### src/rtl/clap_pkg.sv
// Shared definitions for the clap detector: FSM state encodings and their width.
package clap_pkg;

  localparam int unsigned STATE_W = 3;

  typedef enum logic [STATE_W-1:0] {
    ST_IDLE    = 3'd0,
    ST_CLAP1   = 3'd1,
    ST_GAP     = 3'd2,
    ST_CLAP2   = 3'd3,
    ST_LOCKOUT = 3'd4
  } state_e;

  function automatic int unsigned max_u(input int unsigned a, input int unsigned b);
    return (a > b) ? a : b;
  endfunction

endpackage

### src/rtl/clap_detector_if.sv
// Energy-frame stream from the windowed-energy stage into the clap detector.
interface clap_detector_if #(
  parameter int unsigned ENERGY_WIDTH = 32
);

  logic [ENERGY_WIDTH-1:0] energy_data;
  logic                    energy_valid;
  logic                    energy_ready;

  modport master (
    output energy_data,
    output energy_valid,
    input  energy_ready
  );

  modport slave (
    input  energy_data,
    input  energy_valid,
    output energy_ready
  );

endinterface

### src/rtl/clap_background.sv
// Running background-energy average (IIR) and the "hot" frame comparison against it.
module clap_background #(
  parameter int unsigned ENERGY_WIDTH = 32,
  parameter int unsigned AVG_SHIFT    = 4,
  parameter int unsigned RATIO_SHIFT  = 3,
  parameter int unsigned MIN_ENERGY   = 4096,
  parameter int unsigned BG_INIT      = 1000
) (
  input  logic                    clock,
  input  logic                    nreset,
  input  logic [ENERGY_WIDTH-1:0] energy,
  input  logic                    valid,
  input  logic                    update_en,
  output logic                    hot,
  output logic [ENERGY_WIDTH-1:0] bg
);

  localparam int unsigned CmpW = ENERGY_WIDTH + RATIO_SHIFT;

  logic [ENERGY_WIDTH-1:0] bg_q, bg_d, delta;
  logic [CmpW-1:0]         energy_ext, thresh;

  // Widened compare so the scaled background can never wrap.
  assign energy_ext = {{RATIO_SHIFT{1'b0}}, energy};
  assign thresh     = {{RATIO_SHIFT{1'b0}}, bg_q} << RATIO_SHIFT;
  assign hot        = (energy > ENERGY_WIDTH'(MIN_ENERGY)) && (energy_ext > thresh);
  assign bg         = bg_q;

  // Step is a fraction of the distance to the sample, so bg stays between old bg and energy.
  always_comb begin
    bg_d  = bg_q;
    delta = '0;
    if (valid && update_en && !hot) begin
      if (energy >= bg_q) begin
        delta = (energy - bg_q) >> AVG_SHIFT;
        bg_d  = bg_q + delta;
      end else begin
        delta = (bg_q - energy) >> AVG_SHIFT;
        bg_d  = bg_q - delta;
      end
    end
  end

  always_ff @(posedge clock or negedge nreset) begin
    if (!nreset) begin
      bg_q <= ENERGY_WIDTH'(BG_INIT);
    end else begin
      bg_q <= bg_d;
    end
  end

endmodule

### src/rtl/clap_detector.sv
// Clap / gap / clap recogniser: toggles the light on a double clap, then locks out.
// All timing is counted in accepted energy frames.
module clap_detector
  import clap_pkg::*;
#(
  parameter int unsigned ENERGY_WIDTH = 32,
  parameter int unsigned AVG_SHIFT    = 4,
  parameter int unsigned RATIO_SHIFT  = 3,
  parameter int unsigned MIN_ENERGY   = 4096,
  parameter int unsigned BG_INIT      = 1000,
  parameter int unsigned MAX_CLAP_LEN = 4,
  parameter int unsigned GAP_MIN      = 2,
  parameter int unsigned GAP_MAX      = 40,
  parameter int unsigned LOCKOUT_LEN  = 50
) (
  input  logic               clock,
  input  logic               nreset,
  clap_detector_if.slave     energy_if,
  output logic               light,
  output logic               clap_pulse,
  output logic               toggle_pulse,
  output logic [STATE_W-1:0] state_dbg
);

  localparam int unsigned CntMax = max_u(GAP_MAX, LOCKOUT_LEN);
  localparam int unsigned CntW   = $clog2(CntMax + 1);

  state_e                  state_q, state_d;
  logic [CntW-1:0]         cnt_q, cnt_d, cnt_inc;
  logic [CntW:0]           cnt_plus;
  logic                    light_q, light_d;
  logic                    clap_q, clap_d;
  logic                    toggle_q, toggle_d;
  logic                    hot;
  logic                    accept;
  logic [ENERGY_WIDTH-1:0] bg;
  logic                    unused_bg;

  assign energy_if.energy_ready = 1'b1;
  assign accept                 = energy_if.energy_valid;

  clap_background #(
    .ENERGY_WIDTH (ENERGY_WIDTH),
    .AVG_SHIFT    (AVG_SHIFT),
    .RATIO_SHIFT  (RATIO_SHIFT),
    .MIN_ENERGY   (MIN_ENERGY),
    .BG_INIT      (BG_INIT)
  ) u_bg (
    .clock     (clock),
    .nreset    (nreset),
    .energy    (energy_if.energy_data),
    .valid     (accept),
    .update_en (state_q == ST_IDLE),
    .hot       (hot),
    .bg        (bg)
  );

  // Background level is kept visible at this level for debug probing only.
  assign unused_bg = ^bg;

  assign cnt_plus = {1'b0, cnt_q} + 1'b1;
  assign cnt_inc  = (cnt_q == CntW'(CntMax)) ? cnt_q : cnt_plus[CntW-1:0];

  always_comb begin
    state_d  = state_q;
    cnt_d    = cnt_q;
    light_d  = light_q;
    clap_d   = 1'b0;
    toggle_d = 1'b0;
    if (accept) begin
      unique case (state_q)
        ST_IDLE: begin
          if (hot) begin
            state_d = ST_CLAP1;
            cnt_d   = CntW'(1);
          end
        end
        ST_CLAP1, ST_CLAP2: begin
          if (hot) begin
            // A clap that lasts too long is treated as noise.
            if (cnt_plus == (CntW+1)'(MAX_CLAP_LEN)) begin
              state_d = ST_LOCKOUT;
              cnt_d   = '0;
            end else begin
              cnt_d = cnt_inc;
            end
          end else if (state_q == ST_CLAP1) begin
            state_d = ST_GAP;
            cnt_d   = CntW'(1);
            clap_d  = 1'b1;
          end else begin
            light_d  = ~light_q;
            clap_d   = 1'b1;
            toggle_d = 1'b1;
            state_d  = ST_LOCKOUT;
            cnt_d    = '0;
          end
        end
        ST_GAP: begin
          if (!hot) begin
            if (cnt_plus == (CntW+1)'(GAP_MAX)) begin
              state_d = ST_IDLE;
              cnt_d   = '0;
            end else begin
              cnt_d = cnt_inc;
            end
          end else if (cnt_q >= CntW'(GAP_MIN)) begin
            state_d = ST_CLAP2;
            cnt_d   = CntW'(1);
          end else begin
            state_d = ST_LOCKOUT;
            cnt_d   = '0;
          end
        end
        ST_LOCKOUT: begin
          // Once the hold-off has elapsed, leave only on a quiet frame.
          if (cnt_q >= CntW'(LOCKOUT_LEN - 1)) begin
            if (!hot) begin
              state_d = ST_IDLE;
              cnt_d   = '0;
            end
          end else begin
            cnt_d = cnt_inc;
          end
        end
        default: begin
          state_d = ST_IDLE;
          cnt_d   = '0;
        end
      endcase
    end
  end

  always_ff @(posedge clock or negedge nreset) begin
    if (!nreset) begin
      state_q  <= ST_IDLE;
      cnt_q    <= '0;
      light_q  <= 1'b0;
      clap_q   <= 1'b0;
      toggle_q <= 1'b0;
    end else begin
      state_q  <= state_d;
      cnt_q    <= cnt_d;
      light_q  <= light_d;
      clap_q   <= clap_d;
      toggle_q <= toggle_d;
    end
  end

  assign light        = light_q;
  assign clap_pulse   = clap_q;
  assign toggle_pulse = toggle_q;
  assign state_dbg    = state_q;

endmodule
### src/flat_wrapper.sv
// flat-port wrapper written by rule: the top's interface ports become plain ports
module clap_detector_flat import clap_pkg::*;
#(
  parameter int unsigned ENERGY_WIDTH = 32,
  parameter int unsigned AVG_SHIFT    = 4,
  parameter int unsigned RATIO_SHIFT  = 3,
  parameter int unsigned MIN_ENERGY   = 4096,
  parameter int unsigned BG_INIT      = 1000,
  parameter int unsigned MAX_CLAP_LEN = 4,
  parameter int unsigned GAP_MIN      = 2,
  parameter int unsigned GAP_MAX      = 40,
  parameter int unsigned LOCKOUT_LEN  = 50
)
  (clock, nreset, light, clap_pulse, toggle_pulse, state_dbg, energy_if_energy_data, energy_if_energy_valid, energy_if_energy_ready);
  clap_detector_if #(.ENERGY_WIDTH(ENERGY_WIDTH)) energy_if_i ();
  input  logic clock;
  input  logic nreset;
  output logic light;
  output logic clap_pulse;
  output logic toggle_pulse;
  output logic [STATE_W-1:0] state_dbg;
  input wire logic [$bits(energy_if_i.energy_data)-1:0] energy_if_energy_data;
  input wire logic [$bits(energy_if_i.energy_valid)-1:0] energy_if_energy_valid;
  output wire logic [$bits(energy_if_i.energy_ready)-1:0] energy_if_energy_ready;
  assign energy_if_i.energy_data = energy_if_energy_data;
  assign energy_if_i.energy_valid = energy_if_energy_valid;
  assign energy_if_energy_ready = energy_if_i.energy_ready;
  clap_detector #(.ENERGY_WIDTH(ENERGY_WIDTH), .AVG_SHIFT(AVG_SHIFT), .RATIO_SHIFT(RATIO_SHIFT), .MIN_ENERGY(MIN_ENERGY), .BG_INIT(BG_INIT), .MAX_CLAP_LEN(MAX_CLAP_LEN), .GAP_MIN(GAP_MIN), .GAP_MAX(GAP_MAX), .LOCKOUT_LEN(LOCKOUT_LEN)) u_core (.clock(clock), .nreset(nreset), .energy_if(energy_if_i), .light(light), .clap_pulse(clap_pulse), .toggle_pulse(toggle_pulse), .state_dbg(state_dbg));
endmodule
### config.mk
export PLATFORM = sky130hd
export DESIGN_NAME = clap_detector_flat
export DESIGN_NICKNAME = d
export VERILOG_FILES = /design/src/rtl/clap_pkg.sv /design/src/rtl/clap_detector_if.sv /design/src/rtl/clap_background.sv /design/src/rtl/clap_detector.sv /design/src/flat_wrapper.sv
export SDC_FILE = /design/constraint.sdc
export NUM_CORES = 1
export LEC_CHECK = 0
export CORE_MARGIN = 4
export CORE_UTILIZATION = 30
export DETAILED_ROUTE_END_ITERATION = 7
export PLACE_DENSITY = 0.48
export SLEW_MARGIN = 10
export SYNTH_ARGS = -nofsm -noshare
export SYNTH_HDL_FRONTEND = slang
export SYNTH_SLANG_ARGS = --single-unit
### constraint.sdc
create_clock -name clock -period 12.7 [get_ports clock]
set_input_delay 2.54 -clock clock [delete_from_list [all_inputs] [get_ports clock]]
set_output_delay 2.54 -clock clock [all_outputs]
set_load 0.02 [all_outputs]
# Word level (Yosys, flattened, before mapping)
# Cells that the tools add are included.
dict set report totals {
  out_inout_bits 7
  mem_bits_rw 0
  reg_bits 44
  inputBits 35
  mem_count 0
  latchBits 0
  rom_bits 0
  wordCells 70
}
dict set report classes {
  reduce_logical 9
  add_sub_neg 5
  n_mux 29
  n_div 0
  mul 0
  n_shift 0
  n_eq_ne 13
  bitwise 3
  n_lt_le_gt_ge 5
}
# op count
set ops {}
lappend ops {{$sub 32x32->32} 2}
lappend ops {{$mux 6} 8}
lappend ops {{$gt 32x35->1} 1}
lappend ops {{$add 32x28->32} 1}
lappend ops {{$ge 32x32->1} 1}
lappend ops {{$gt 32x13->1 const B} 1}
lappend ops {{$mux 32} 1}
lappend ops {{$sub 32x28->32} 1}
lappend ops {{$mux 3} 9}
lappend ops {{$pmux 6 s4} 1}
lappend ops {{$pmux 3 s4} 1}
lappend ops {{$mux 1} 9}
lappend ops {{$add 6x1->7 const B} 1}
lappend ops {{$eq 7x3->1 const B} 1}
lappend ops {{$eq 7x6->1 const B} 1}
lappend ops {{$eq 3x2->1 const B} 2}
lappend ops {{$eq 6x6->1 const B} 1}
lappend ops {{$ge 6x2->1 const B} 1}
lappend ops {{$ge 6x6->1 const B} 1}
lappend ops {{$ne 3x3->1 const B} 2}
lappend ops {{$reduce_and 6->1} 1}
lappend ops {{$ne 2x1->1 const B} 2}
lappend ops {{$reduce_and 4->1} 1}
lappend ops {{$eq 3x1->1 const B} 1}
lappend ops {{other kinds (9)} 13}

# Depth between registers and ports, before layout
dict set report logic_depth {
  word_depth 5
  ltp_mapped 26
}

# Modules after synthesis
# A second synthesis with hierarchy kept.
dict set report hier_totals {
  cells_unflattened 1153
  hier_area_um2 8702.1
}
# mod seq_area_each_um2 area_each_um2 cells_each instances
set by_module_without_submodules {}
lappend by_module_without_submodules {clap_background 808.3 7836.3 1061 1}
lappend by_module_without_submodules {clap_detector 300.3 865.8 92 1}

# Least setup slack after synthesis
# No wires, ideal clock.
dict set report synth_path {
  kind {input -> register}
  start {input energy_if_energy_data[5]}
  end {register u_core.u_bg.bg_q[31], in the netlist u_core.u_bg.bg[31]}
  t_required_ns 12.566
  n_path_buf 3
  arrival_time_ns 8.345
  slack_ns 4.221
  cell_stages 26
  path_cell_list {inv_1 ha_1 buf_2 a21o_1 a221o_1 a31o_2 a21o_1 a21oi_1 a21oi_1 o311ai_1 clkbuf_1 buf_1 a21oi_1 xnor2_1 ha_1 a21oi_1 o21ai_0 or4_1 nor3_1 nor2_1 o31a_1 a211oi_1 nor4_1 a211o_1 a211oi_1 nand4_1}
}
dict set report synth_between {
  elab_chain_len 4
}
# element line
set synth_lines {}
lappend synth_lines {{from (decl)} flat_wrapper.sv:22} ;# input wire logic [$bits(energy_if_i.energy_data)-1:0] energy_if_energy_data;
lappend synth_lines {{branches (longest 4 deep; another with $sub 32x32->32)} -}
lappend synth_lines {{to (signal assigned)} clap_background.sv:46} ;# bg_q <= ENERGY_WIDTH'(BG_INIT);
lappend synth_lines {{to (signal assigned)} clap_background.sv:48} ;# bg_q <= bg_d;
lappend synth_lines {{to (decl)} clap_background.sv:20} ;# logic [ENERGY_WIDTH-1:0] bg_q, bg_d, delta;
# Parallel ways; which one is timed is not known.
# A chain may end at the register's enable or synchronous reset.

# Worst setup path after layout
# Ends and elaborated chain as after synthesis.

==> reports/metrics.cfg <==
[run_status]
status = finished clean

[grt]
grtUsageTotal_pct = 17.1
overflow = 0
grt_pass1_wl_mm = 42.6
grt_max_degree = 65
antenna_found_initial = 0
grt_pass1_vias = 7665

[logic_synthesis]
yosys-top-cells-count = 129 x ha_1, 117 x a21oi_1, 91 x nand2_1
syn_avg_cell_area_um2 = 7.43
yosysWarnings = 0
synthArstFlopShare_pct = 100
synth.area.top_cells = ha_1 19%, dfrtp_1 11%, a21oi_1 7.0%
ys_ff_latch = 44
synthesis.nets = 1295
synth-edff-count = 0
yosysTopAreaCellShare_pct = 19.2
synth.most_common_cell = ha_1
synth_cells = 1130
yosysSeqAreaShare_pct = 13.2
syn_area_um2 = 8390
synth_cell_type_count = 80
synth_ff_type = dfrtp_1
yosys.area.top_type = ha_1

[clock_tree]
clkTransAtPathRegs_ns = 0.07
clock_latency_ns = 0.29
ctsHoldBuffers = 0
cts_buffer_depth = 2
numCtsBuffers = 5
cts_root_buf = clkbuf_16
cts_setup_buffers = 0
cts_tree = done
clock-sinks = 44
ctsResizeCount = 0
htreeDepth = 2

[route]
via_per_inst = 5.34
vias = 8067
initialDrtViolationCount = 517
wire_per_inst_um = 17.7
ant_nets = 0
firstDrtPassIters = 5
drc = 0
drt_wl_total_mm = 26.8

[timing]
finalSetupViolations = 0
layout_min_cycle_time_ns = 9.64
drv_slew = 0
fin_skew_ns = 0.0121
worst_pin_slew_ns = 1.00
fmax_mhz = 104
hold_viol_final = 0
finalSetupTns_ns = 0
holdWs_ns = 0.472
period_share_pct = 75.9
slew_headroom_pct = 32.7
rsz0062_at_grt = false

[floorplan]
die_y_um = 175
die-area_um2 = 30700
die_w_um = 175
initial_core_util_pct = 30.8
rows = 60
io_pins = 42
coreArea_um2 = 27300

[final_layout]
finalInstanceArea_um2 = 9270
drive_gt1_share_pct = 3.95
num_antenna_cells = 0
fillerInstances = 2939
syn_to_final_growth_pct = 10.5
nets = 1302

[place]
gp_congestion = 0.869
dp_hpwl_mm = 22.3
portBuffers = 40
dpl_cell_area_um2 = 9110

[setup_path]
crit_path_max_fanout = 10
crit_family = compound AO/OA/AOI/OAI gates
worst_path_largest_cell_delay_ns = 0.65
start_kind = primary input
crit_top_cell = xor2_1
path_class = in2reg
slowest_stage = or4_4
critPathBufInv = 2
crit_path_end_kind = flip-flop
arrival_ns = 9.81
cp.required_ns = 12.87

[hold_path]
hp-class = reg2reg

[job]
max-cap-violations = 0

-- path summary, 6_finish.rpt --
kind	to	cells after the start	startpoint	slack (ns)
worst max-delay path	u_core.u_bg.bg[31]	26	energy_if_energy_data[5]	3.06
worst min-delay path	u_core.light	1	u_core.light	0.47
worst max register to register	u_core.u_bg.bg[31]	24	u_core.u_bg.bg[1]	5.46
worst min register to register	u_core.light	1	u_core.light	0.47
max in group asynchronous	u_core.u_bg.bg[4]	2	nreset	9.93
min in group asynchronous	u_core.u_bg.bg[28]	2	nreset	2.33
-- area by class of cell --
type,instances,area [µm²],area share [%]
Clock buffer,6,129,1.39
Clock inverter,2,35.0,0.378
Inverter,89,334,3.60
Multi-Input combinational cell,953,6780,73.1
Sequential cell,44,1110,12.0
Tap cell,372,465,5.02
Timing Repair Buffer,44,425,4.59
-- through the flow --
stage | utilization, % | cells | worst slack (ns)
2_1_floorplan | - | 1130 | 4.22
3_5_place_dp | 33.4 | 1502 | 2.82
6_report | 34.0 | 1510 | 3.06
5_1_grt | 34.0 | 1510 | 2.52
4_1_cts | 34.0 | 1510 | 3.13
3_3_place_gp | 33.4 | 1502 | 2.93
-- cells by family (layout without fill, tap and decap cells) --
group,after synthesis,in the layout,share of synthesized area [%]
compound gates,382,382,29.3
xor+xnor,95,95,9.92
fa+ha+maj,130,130,19.5
buf+inv,133,141,6.25
flops,44,44,13.2
mux,11,11,1.39
other cells,1,1,0.0447
simple gates,334,334,20.4
-- worst reg2reg max path, delay by kind of cell, from the launching register on --
| kind | cells | cell delay [ns] |
|---|---|---|
| xor gates and xnor gates | 3 | 0.69 |
| DFF | 1 | 0.46 |
| adders and majority gates | 2 | 0.71 |
| and+or+nand+nor | 8 | 2.38 |
| AOI/OAI and AO/OA | 11 | 2.86 |
-- cells in the final DEF (no fill, tap or decap), types with 7 or more instances in the layout --
cell type / instances
ha_1: 129
a21oi_1: 117
nand2_1: 91
inv_1: 89
o21ai_0: 81
nor2_1: 69
xor2_1: 49
xnor2_1: 46
clkdlybuf4s50_1: 39
a21o_1: 38
dfrtp_1: 38
nor3_1: 30
nand3_1: 24
nand4_1: 23
o21a_1: 16
nor4_1: 16
o21bai_1: 14
a211oi_1: 14
nor2b_1: 13
and3_1: 11
o31ai_1: 11
and4_1: 10
nand2b_1: 10
o211ai_1: 10
a31oi_1: 9
o21ai_1: 7
or3_1: 7
-- state kept, by name, summed over array words and instances (netlist names) --
signal,count
u_core.state_dbg,3
u_core.cnt_q,6
u_core.light,1
u_core.clap_pulse,1
u_core.u_bg.bg,32
u_core.toggle_pulse,1
-- routing by layer --
metal / routed length (µm) / GRT usage, % / vias up / part of all wire [%]
li1: - / - / 4139 / -
met1: 13800 / 26.2 / 3737 / 51
met2: 11600 / 26.3 / 170 / 43
met3: 922 / 0.930 / 21 / 3.4
met4: 492 / 3.99 / 0 / 1.8
met5: 0 / 0 / - / 0
Power is left out: the tool's default activity adds up to more than one toggle a clock period on the data nets, which glitch-free logic cannot reach.
